## src/rtl/mmu_pkg.sv

```systemverilog
// Shared types and register-map constants for the MMU register write stage
// and its translation-probe FSM.
package mmu_pkg;

    localparam int unsigned ADR_W    = 32;
    localparam int unsigned DAT_W    = 256;
    localparam int unsigned SEL_W    = 32;
    localparam int unsigned TID_W    = 16;
    localparam int unsigned LANE_W   = 64;
    localparam int unsigned N_LANES  = 4;
    localparam int unsigned N_PBL    = 16;
    localparam int unsigned REGSET_W = 5;

    typedef struct packed {
        logic             cyc;
        logic             stb;
        logic             we;
        logic [SEL_W-1:0] sel;
        logic [ADR_W-1:0] adr;
        logic [DAT_W-1:0] dat;
        logic [TID_W-1:0] tid;
    } wb_cmd_request256_t;

    typedef logic [LANE_W-1:0] ptbr_t;
    typedef logic [LANE_W-1:0] ptattr_t;
    typedef logic [LANE_W-1:0] pebble_t;
    typedef logic [LANE_W-1:0] virtual_address_t;
    typedef logic [LANE_W-1:0] physical_address_t;

    typedef enum logic [1:0] {
        PRB_IDLE = 2'd0,
        PRB_REQ  = 2'd1,
        PRB_DONE = 2'd2
    } probe_state_e;

    // Offsets within the register window; blocks are 32 B (pebbles 128 B)
    localparam logic [13:0] OFF_FCLR = 14'h3F00;
    localparam logic [13:0] OFF_PTBR = 14'h3F20;
    localparam logic [13:0] OFF_VADR = 14'h3F40;
    localparam logic [13:0] OFF_RSET = 14'h3F60;
    localparam logic [13:0] OFF_PBL  = 14'h3B00;

    localparam logic [ADR_W-1:0] CFG_SIZE = 32'h0000_2000;
    localparam logic [ADR_W-1:0] REG_SIZE = 32'h0000_4000;

    // Byte-enable merge of one 64-bit lane into an existing value
    function automatic logic [LANE_W-1:0] merge_lane(input logic [LANE_W-1:0] old_v,
                                                     input logic [LANE_W-1:0] new_v,
                                                     input logic [7:0]        be);
        logic [LANE_W-1:0] res;
        res = old_v;
        for (int b = 0; b < 8; b++) begin
            if (be[b]) res[8*b +: 8] = new_v[8*b +: 8];
        end
        return res;
    endfunction

endpackage

```

## src/rtl/mmu_probe_fsm.sv

```systemverilog
// Translation probe sequencer: launches a walker request, captures the
// physical address and flags it valid until the next launch.
module mmu_probe_fsm
    import mmu_pkg::*;
(
    input  logic              clk,
    input  logic              rst,
    input  logic              launch,
    input  logic              xlat_ack,
    input  physical_address_t xlat_padr,
    output logic              xlat_req,
    output physical_address_t phys_adr,
    output logic              phys_adr_v
);

    probe_state_e      state_q;
    probe_state_e      state_d;
    logic              xlat_req_d;
    physical_address_t phys_adr_d;
    logic              phys_adr_v_d;

    // State and registered outputs
    always_ff @(posedge clk or negedge rst) begin
        if (!rst) begin
            state_q    <= PRB_IDLE;
            xlat_req   <= 1'b0;
            phys_adr   <= '0;
            phys_adr_v <= 1'b0;
        end else begin
            state_q    <= state_d;
            xlat_req   <= xlat_req_d;
            phys_adr   <= phys_adr_d;
            phys_adr_v <= phys_adr_v_d;
        end
    end

    // Next state; a launch always wins over a coincident walker ack
    always_comb begin
        state_d = state_q;
        case (state_q)
            PRB_IDLE: if (launch) state_d = PRB_REQ;
            PRB_REQ: begin
                if (launch)        state_d = PRB_REQ;
                else if (xlat_ack) state_d = PRB_DONE;
            end
            PRB_DONE: state_d = launch ? PRB_REQ : PRB_IDLE;
            default:  state_d = PRB_IDLE;
        endcase
    end

    // Next values of the registered outputs
    always_comb begin
        xlat_req_d   = xlat_req;
        phys_adr_d   = phys_adr;
        phys_adr_v_d = phys_adr_v;
        case (state_q)
            PRB_REQ: begin
                if (launch) begin
                    xlat_req_d   = 1'b1;
                    phys_adr_v_d = 1'b0;
                end else if (xlat_ack) begin
                    xlat_req_d   = 1'b0;
                    phys_adr_d   = xlat_padr;
                    phys_adr_v_d = 1'b1;
                end
            end
            default: begin
                if (launch) begin
                    xlat_req_d   = 1'b1;
                    phys_adr_v_d = 1'b0;
                end
            end
        endcase
    end

endmodule

```

## src/rtl/mmu_reg_write.sv

```systemverilog
// Write stage of the MMU slave port: window selects, write accept/ack,
// register decode with byte-lane merge, and the translation probe.
module mmu_reg_write
    import mmu_pkg::*;
#(
    parameter logic [ADR_W-1:0] CFG_BASE = 32'hFFD0_0000,
    parameter logic [ADR_W-1:0] REG_BASE = 32'hFFD1_0000
) (
    input  logic                    clk,
    input  logic                    rst,
    input  wb_cmd_request256_t      sreq,
    output logic                    cs_config,
    output logic                    cs_regs,
    output logic                    wr_ack,
    output logic [TID_W-1:0]        wr_tid,
    output ptbr_t                   ptbr,
    output ptattr_t                 ptattr,
    output virtual_address_t        virt_adr,
    output logic [REGSET_W-1:0]     pbl_regset,
    output pebble_t [N_PBL-1:0]     pbl,
    output logic                    fault_clr,
    output logic                    xlat_req,
    input  logic                    xlat_ack,
    input  physical_address_t       xlat_padr,
    output physical_address_t       phys_adr,
    output logic                    phys_adr_v
);

    logic in_cfg, in_reg;
    logic sel_cfg, sel_reg;
    logic held;
    logic accept;
    logic hit_fclr, hit_ptbr, hit_vadr, hit_rset, hit_pbl;
    logic launch;
    logic [LANE_W-1:0] lane [N_LANES];

    // Unsigned wrap makes addresses below the base fall out of range
    assign in_cfg  = (sreq.adr - CFG_BASE) < CFG_SIZE;
    assign in_reg  = (sreq.adr - REG_BASE) < REG_SIZE;
    assign sel_cfg = sreq.cyc & sreq.stb & in_cfg;
    assign sel_reg = sreq.cyc & sreq.stb & in_reg & ~in_cfg;
    assign accept  = sel_reg & sreq.we & ~held;

    always_comb begin
        for (int k = 0; k < int'(N_LANES); k++) begin
            lane[k] = sreq.dat[LANE_W*k +: LANE_W];
        end
    end

    assign hit_fclr = accept && (sreq.adr[13:5] == OFF_FCLR[13:5]);
    assign hit_ptbr = accept && (sreq.adr[13:5] == OFF_PTBR[13:5]);
    assign hit_vadr = accept && (sreq.adr[13:5] == OFF_VADR[13:5]);
    assign hit_rset = accept && (sreq.adr[13:5] == OFF_RSET[13:5]);
    assign hit_pbl  = accept && (sreq.adr[13:7] == OFF_PBL[13:7]);
    assign launch   = hit_vadr && (|sreq.sel[7:0]);

    // Bus handshake: selects, one-shot accept per strobe, ack
    always_ff @(posedge clk or negedge rst) begin
        if (!rst) begin
            cs_config <= 1'b0;
            cs_regs   <= 1'b0;
            held      <= 1'b0;
            wr_ack    <= 1'b0;
            wr_tid    <= '0;
            fault_clr <= 1'b0;
        end else begin
            cs_config <= sel_cfg;
            cs_regs   <= sel_reg;
            if (accept)        held <= 1'b1;
            else if (!sreq.stb) held <= 1'b0;
            wr_ack    <= accept;
            if (accept) wr_tid <= sreq.tid;
            fault_clr <= hit_fclr && (|sreq.sel);
        end
    end

    // Register file
    always_ff @(posedge clk or negedge rst) begin
        if (!rst) begin
            ptbr       <= '0;
            ptattr     <= '0;
            virt_adr   <= '0;
            pbl_regset <= '0;
            pbl        <= '0;
        end else begin
            if (hit_ptbr) begin
                ptbr   <= merge_lane(ptbr,   lane[1], sreq.sel[15:8]);
                ptattr <= merge_lane(ptattr, lane[3], sreq.sel[31:24]);
            end
            if (launch) begin
                virt_adr <= merge_lane(virt_adr, lane[0], sreq.sel[7:0]);
            end
            if (hit_rset && sreq.sel[8]) begin
                pbl_regset <= lane[1][REGSET_W-1:0];
            end
            if (hit_pbl) begin
                for (int k = 0; k < int'(N_LANES); k++) begin
                    pbl[{sreq.adr[6:5], 2'(k)}] <= merge_lane(pbl[{sreq.adr[6:5], 2'(k)}],
                                                              lane[k],
                                                              sreq.sel[8*k +: 8]);
                end
            end
        end
    end

    mmu_probe_fsm u_probe (
        .clk        (clk),
        .rst        (rst),
        .launch     (launch),
        .xlat_ack   (xlat_ack),
        .xlat_padr  (xlat_padr),
        .xlat_req   (xlat_req),
        .phys_adr   (phys_adr),
        .phys_adr_v (phys_adr_v)
    );

endmodule

```

## config.mk

```make
export PLATFORM = sky130hd
export DESIGN_NAME = mmu_reg_write
export DESIGN_NICKNAME = d
export VERILOG_FILES = /design/src/rtl/mmu_pkg.sv /design/src/rtl/mmu_probe_fsm.sv /design/src/rtl/mmu_reg_write.sv
export SDC_FILE = /design/constraint.sdc
export NUM_CORES = 2
export LEC_CHECK = 0
export BUFFER_PORTS_ARGS = -buffer_cell sky130_fd_sc_hd__buf_2
export CAP_MARGIN = 20
export CORE_AREA = 2 2 671 673
export CTS_CLUSTER_SIZE = 20
export DETAILED_ROUTE_END_ITERATION = 6
export DIE_AREA = 0 0 673 675
export PLACE_DENSITY = 0.3
export RECOVER_POWER = 50
export SLEW_MARGIN = 10
export SYNTH_ARGS = -nofsm -noshare
export SYNTH_HDL_FRONTEND = slang
export SYNTH_SLANG_ARGS = --single-unit
```

## constraint.sdc

```tcl
create_clock -name clk -period 7.6 [get_ports clk]
set_clock_uncertainty 0.1 [all_clocks]
set_input_delay 1.52 -clock clk [delete_from_list [all_inputs] [get_ports clk]]
set_output_delay 1.52 -clock clk [all_outputs]
set_load 0.005 [all_outputs]
```

# Word-level counts from Yosys, hierarchy flattened
# Index checks and enable logic that the tools add are counted.
op_classes:
  n_addsub: 2
  n_lt_le_gt_ge: 10
  n_eq_ne: 10
  mux: 99
  bitwise_logic: 9
  n_reduce_logical: 44
op_table:
  columns: ["cell", "n"]
  rows:
  - ["$bwmux W1024", 4]
  - ["$bmux W64 S2", 4]
  - ["$demux W64 S2", 4]
  - ["$mux W64", 8]
  - ["$mux W8", 64]
  - ["$sub A32 B32 Y32 const B", 2]
  - ["$reduce_and A2 Y1", 26]
  - ["$eq A9 B9 Y1 const B", 4]
  - ["$lt A32 B14 Y1 const B", 1]
  - ["$lt A32 B15 Y1 const B", 1]
  - ["$reduce_or A32 Y1", 1]
  - ["$lt A4 B5 Y1 const B", 4]
  - ["$ge A4 B1 Y1 const B", 4]
  - ["$logic_and A1 B1 Y1", 12]
  - ["$mux W1", 11]
  - ["$reduce_or A8 Y1", 1]
  - ["$eq A7 B7 Y1 const B", 1]
  - ["$and A1 B1 Y1", 6]
  - ["$mux W2", 3]
  - ["$pmux W2 S3", 1]
  - ["$ne A2 B1 Y1 const B", 2]
  - ["$reduce_bool A2 Y1", 2]
  - ["$ne A3 B2 Y1 const B", 1]
  - ["$not A1 Y1", 3]
  - ["4 further kinds", 4]
word_totals:
  regBits: 1310
  input_bits: 406
  out_inout_bits: 1307

# Depth between registers and ports, before layout
depth:
  word_depth: 12
  mapped_depth: 9

# Hierarchy
# Synthesis repeated with hierarchy kept, for this count alone.
unflattened:
  cells_unflattened: 3463
  hier_area_um2: 57968.1
modules_own_cells:
  columns: ["module", "instances", "cells_per_inst", "area_each_um2", "seq_area_each_um2"]
  rows:
  - ["mmu_reg_write", 1, 3317, 55238.0, 31079.8]
  - ["mmu_probe_fsm", 1, 146, 2730.1, 1701.6]

# Worst setup path after synthesis
# OpenSTA, ideal clock, no wires.
synth_path:
  path_kind: "input to register"
  startpoint: "input port sreq[293] (netlist bit)"
  endpoint: "register u_probe.phys_adr[14]"
  setup_time_ns: 0.125
  t_arrival_ns: 3.735
  required_ns: 7.375
  slack_ns: 3.640
  path_stages: 8
  n_path_buf: 2
  cell_sequence: "or4_4 > or4_1 > nor4_1 > nand4_1 > nand2_1 > buf_4 > buf_4 > mux2_2"
synth_between:
  elab_chain_cells: 10
synth_lines:
  columns: ["element", "line", "source"]
  rows:
  - ["from (decl)", "mmu_reg_write.sv:11", "input wb_cmd_request256_t sreq,"]
  - ["$sub A32 B32 Y32 (on tied branches)", "mmu_reg_write.sv:39, mmu_reg_write.sv:38", null]
  - ["$lt A32 B15 Y1 / $lt A32 B14 Y1 (equally long branches)", "mmu_reg_write.sv:39, mmu_reg_write.sv:38", null]
  - ["$and A1 B1 Y1 / $not A1 Y1 (equally long branches)", "mmu_reg_write.sv:41", "assign sel_reg = sreq.cyc & sreq.stb & in_reg & ~in_cfg;"]
  - ["$and A1 B1 Y1 (*)", "mmu_reg_write.sv:41", null]
  - ["$and A1 B1 Y1 (*) (2 in a row)", "mmu_reg_write.sv:42", "assign accept = sel_reg & sreq.we & ~held;"]
  - ["$logic_and A1 B1 Y1 (*)", "mmu_reg_write.sv:52", "assign hit_vadr = accept && (sreq.adr[13:5] == OFF_VADR[13:5]);"]
  - ["$logic_and A1 B1 Y1 (*)", "mmu_reg_write.sv:55", "assign launch = hit_vadr && (|sreq.sel[7:0]);"]
  - ["$not A1 Y1 (no source line) (*)", null, null]
  - ["$reduce_and A3 Y1 (no source line) (*)", null, null]
  - ["to (signal assigned)", "mmu_probe_fsm.sv:32", "phys_adr <= phys_adr_d;"]
  - ["to (decl)", "mmu_probe_fsm.sv:12", "output physical_address_t phys_adr,"]
# Every way passes the cells marked *; elsewhere a longest branch is shown, timed or not.
# A chain may end at the register's enable or synchronous reset.

# Worst setup path after layout
layout_path:
  startpoint: "input port sreq[293] (netlist bit)"
  endpoint: "register pbl[925] (netlist bit)"
layout_between:
  elab_chain_cells: 7
layout_lines:
  columns: ["element", "line", "source"]
  rows:
  - ["$sub A32 B32 Y32 (on tied branches)", "mmu_reg_write.sv:39, mmu_reg_write.sv:38", null]
  - ["$lt A32 B15 Y1 / $lt A32 B14 Y1 (equally long branches)", "mmu_reg_write.sv:39, mmu_reg_write.sv:38", null]
  - ["$and A1 B1 Y1 / $not A1 Y1 (equally long branches)", "mmu_reg_write.sv:41", null]
  - ["$and A1 B1 Y1 (*)", "mmu_reg_write.sv:41", null]
  - ["$and A1 B1 Y1 (*) (2 in a row)", "mmu_reg_write.sv:42", null]
  - ["$logic_and A1 B1 Y1 (*)", "mmu_reg_write.sv:54", "assign hit_pbl = accept && (sreq.adr[13:7] == OFF_PBL[13:7]);"]
  - ["to (signal, indexed assignment)", "mmu_reg_write.sv:98", "pbl[{sreq.adr[6:5], 2'(k)}] <= merge_lane(pbl[{sreq.adr[6:5], 2'(k)}],"]
  - ["to (decl)", "mmu_reg_write.sv:20", "output pebble_t [N_PBL-1:0] pbl,"]
# Marked as above.

==> impl.org <==
** Clock network
- Once the clock tree was built, the setup fixing pass inserted 0 buffers.
- After clock tree synthesis, the clock-pin slew on the worst setup and hold paths is 0.06 ns.
- CTS resizes :: 0
- Number of sinks on the clock net :: 1310
- Buffers inserted to repair hold after CTS numbered 0.
- No sink is reached through more buffers than the 4 on the longest clock path.
- TritonCTS built the clock tree.
- Total number of H-tree levels :: 4
- Buffers inserted during clock tree synthesis total 180.
- Clock Root Buffer :: clkbuf_16
- Clk Latency, worst-skew pair :: slightly below 0.9 ns

** GRT
- Global-route wire length before repair :: 468 mm
- Most used routing layer in global routing :: met2
- In the global route stage, met1 resource usage came out at 0.179.
- Largest net degree at the start of global routing :: 146
- For this run, the total global-route usage over all layers was measured as 0.155.
- For this run, global-route usage on met2 was measured as 0.270.
- Met3 GRT Util :: 0.0524
- Via count of the first global-routing pass :: 43025
- Global routing finished with a remaining overflow of 0.
- The initial antenna violation count was 176.

** Floorplan
- Number of standard-cell rows in the floorplan :: around 250
- Measured along the y axis, the die boundary spans 675 um.
- The region available for standard cell placement spans 447000 um2.
- Floorplan die area :: 454000 um2
- For this configuration, the core starts out at a cell density of 0.131.
- For this design the top-level I/O count stands at 1713.
- X dimension of the die :: between 600 and 700 um

** Timing
- For this run, the top clock speed supported by timing is between 150 and 200 MHz.
- In the final timing run, aggregate negative setup slack is 0 ns.
- Dividing the final minimum period by the clock period gives 0.739.
- The worst path needs around 5.6 ns of the cycle, external delays included.
- The worst pin sits at a relative slew slack of -1.42.
- The final number of max-transition violations is ~400.
- The total count of hold-check failures in the final report is 0.
- Total of endpoints with negative setup slack in the final report :: 0
- Measured slew at the worst slew-check pin :: 3.63 ns
- Setup repair after global routing left no endpoint under its margin.

** Drt
- Detailed Route Iter0 Violations :: approximately 2200
- Avg WL per Cell :: approximately 32 um
- Number of antenna-violating nets in the routed design :: 2
- Per-cell via count in the routed design :: 3.63
- Before antenna repair, the detailed router went through 5 iterations.
- Summed over all layers, the routed wires come to 365 mm.
- DRC violation count after routing :: 0
- Via count :: between 40000 and 50000

** Final layout
- Sequential cell area :: 32800 um2
- Post-route cell area :: 79800 um2
- The library cell used most frequently in the layout, excluding fill and tap cells, is mux2_2.
- The filler cells instantiated in the layout total 49131.
- After the last flow step, the layout net total stands at 5664.
- Multi-input combinational cell area :: 24500 um2
- In the layout the commonest cells are 1459 x mux2_2, 1310 x dfrtp_1, 1142 x buf_2, 604 x clkbuf_1, 256 x mux4_2.
- At the end of the flow the core is filled with cells to 0.178.
- Non-Filler Instances :: 11414
- Of the cells placed in the final design, the portion with a size suffix greater than 1 is 0.619.
- Relative to the synthesized area, the layout overhead comes to 36.7%.

** Yosys
- Synthesis produced 3502 cells.
- Post-Synthesis Net Count :: 3908
- Xor/xnor cell area share of the yosys netlist :: 0
- In this run the cell area of the synthesized design comes to 58400 um2.
- Main area contributors after synthesis :: dfrtp_1 56%, mux2_2 28%, mux4_2 9.9%, mux2_4 2.1%, buf_2 0.81%
- The most used flip-flop cell after synthesis is dfrtp_1.
- Async set or reset register ratio after synthesis :: 1.00
- After synthesis, the largest family of logic cells by area is multiplexers.
- Count of distinct cell types in the synthesized netlist :: 37
- Sequential-to-total area share from yosys stat :: 0.561
- Synth warn :: 0
- Adder-Cell Fraction of Synth Area :: 0
- Count of state elements after synthesis :: 1310
- Number of enable flip-flop cells after synthesis :: 0
- Of the post-synthesis cell area, the part taken by muxes is 0.404.
- Of the total synthesized cell area, the portion taken by AND, OR, NAND and NOR gates is 0.0120.
- Compound-cell area share of the yosys netlist :: 0.00161
- Area share of the largest cell type after synthesis :: 0.561
- Averaged over all synthesized cells, the footprint is 16.7 um2.
- dfrtp_1 takes more of the synthesized area than any other cell.

** Worst setup path
- Critical path capture point type :: register
- Crit Path Max Fanout :: 30
- Startpoint types :: input pin
- For the worst setup path, the data required time is 8.24 ns.
- CP arrival :: 6.26 ns
- Worst Setup Path Type :: input pin to register

** Outcome
- Violated checks :: antenna rules, capacitance limit, slew limit
- Outcome :: complete, but fails checks

** Power and ir drop
- The worst-case IR drop observed on VDD is ~0.00015 V.
- Leakage :: just under 40 nW
- For this design the ratio of total power to cell area is 206 nW/um2.
- The design draws 16.4 mW.

** Place
- Detailed placement ended at an HPWL of ~290 mm.
- Number of port buffers :: 1707
- At the end of routability-driven placement, the weighted congestion stood at about 0.83.
- Placed cell count :: about 11000
- The placed instances occupy a cell area of 74600 um2.

** Min path
- The tightest min-delay check is of the register to register type.

** Flow run
- Maximum Capacitance Violations :: 8
==> sequential cells by signal, summed over array words and instances, names as in the netlist <==
| signal | count |
|---|---|
| cs_regs | 1 |
| u_probe.phys_adr_v | 1 |
| held | 1 |
| ptbr | 64 |
| u_probe.phys_adr | 64 |
| u_probe.state_q | 2 |
| wr_ack | 1 |
| pbl | 1024 |
| cs_config | 1 |
| virt_adr | 64 |
| u_probe.xlat_req | 1 |
| pbl_regset | 5 |
| ptattr | 64 |
| fault_clr | 1 |
| wr_tid | 16 |
==> critical path, stage by stage <==
cell,delay [ns]
clkbuf_1,0.16
or4_1,0.72
o21ai_0,0.38
a311o_2,0.23
nand4_4,0.13
clkbuf_1,0.84
nor4_4,1.22
buf_12,0.27
buf_12,0.25
mux2_2,0.37
==> report_power, final <==
part           switching, mW  total [mW]  internal (mW)
clock network           3.60        8.62           5.02
logic                  0.583       0.816          0.233
registers         0.00000256        6.98           6.98
==> routing by layer <==
metal | vias to the layer above | wire length [um]
li1 | 16817 | -
met3 | 571 | 29400
met2 | 1641 | 184000
met4 | 28 | 10900
met5 | - | 375
met1 | 22404 | 141000
==> synth_stat cells (4+ instances only) <==
library cell	count
buf_4	40
nand3_1	4
nand2b_1	5
clkbuf_1	59
nor4_1	13
inv_1	4
or4_1	27
buf_1	50
mux2_4	80
dfrtp_1	1310
buf_2	94
mux2_2	1459
nand2_1	35
mux4_2	256
mux2_1	18
nand4_1	9
nor2_1	9
==> final timing paths <==
check                                 start                        to  slack [ns]  cells after the start
setup reg to reg           held$_DFFE_PN0P_      pbl[925]$_DFFE_PN0P_        3.22                      8
max in group asynchronous               rst       pbl[90]$_DFFE_PN0P_        2.32                      2
min in group asynchronous               rst  virt_adr[15]$_DFFE_PN0P_        1.65                      1
hold / removal             held$_DFFE_PN0P_          held$_DFFE_PN0P_        0.38                      2
setup / recovery                  sreq[293]      pbl[925]$_DFFE_PN0P_        1.98                     10
hold reg to reg            held$_DFFE_PN0P_          held$_DFFE_PN0P_        0.38                      2
==> final cells by class <==
cell class	instances	share of cell area
antenna	80	0.00251
clock buffer	261	0.0655
clock inverter	45	0.00677
inverter	4	0.000188
multi-input combinational	1943	0.307
sequential	1310	0.411
tap	5952	0.0933
timing repair buffer	1819	0.114
==> logic make-up (layout without fill, tap and decap cells) <==
family          count (synthesis)  after routing
compound gates                 13             13
flops                        1310           1310
buf+inv                       249           2129
mux                          1813           1813
simple gates                  117            117
other cells                     0             80
==> through the flow <==
| stage | hold slack (ns) | setup slack [ns] |
|---|---|---|
| after CTS | 0.377 | 3.01 |
| after floorplan | 0.341 | 3.64 |
| after global routing | 0.407 | 1.72 |
| after global placement | 0.371 | 2.04 |
| final | 0.381 | 1.98 |
| after detailed placement | 0.363 | 2.02 |
Power figures use the tool's default switching activity.
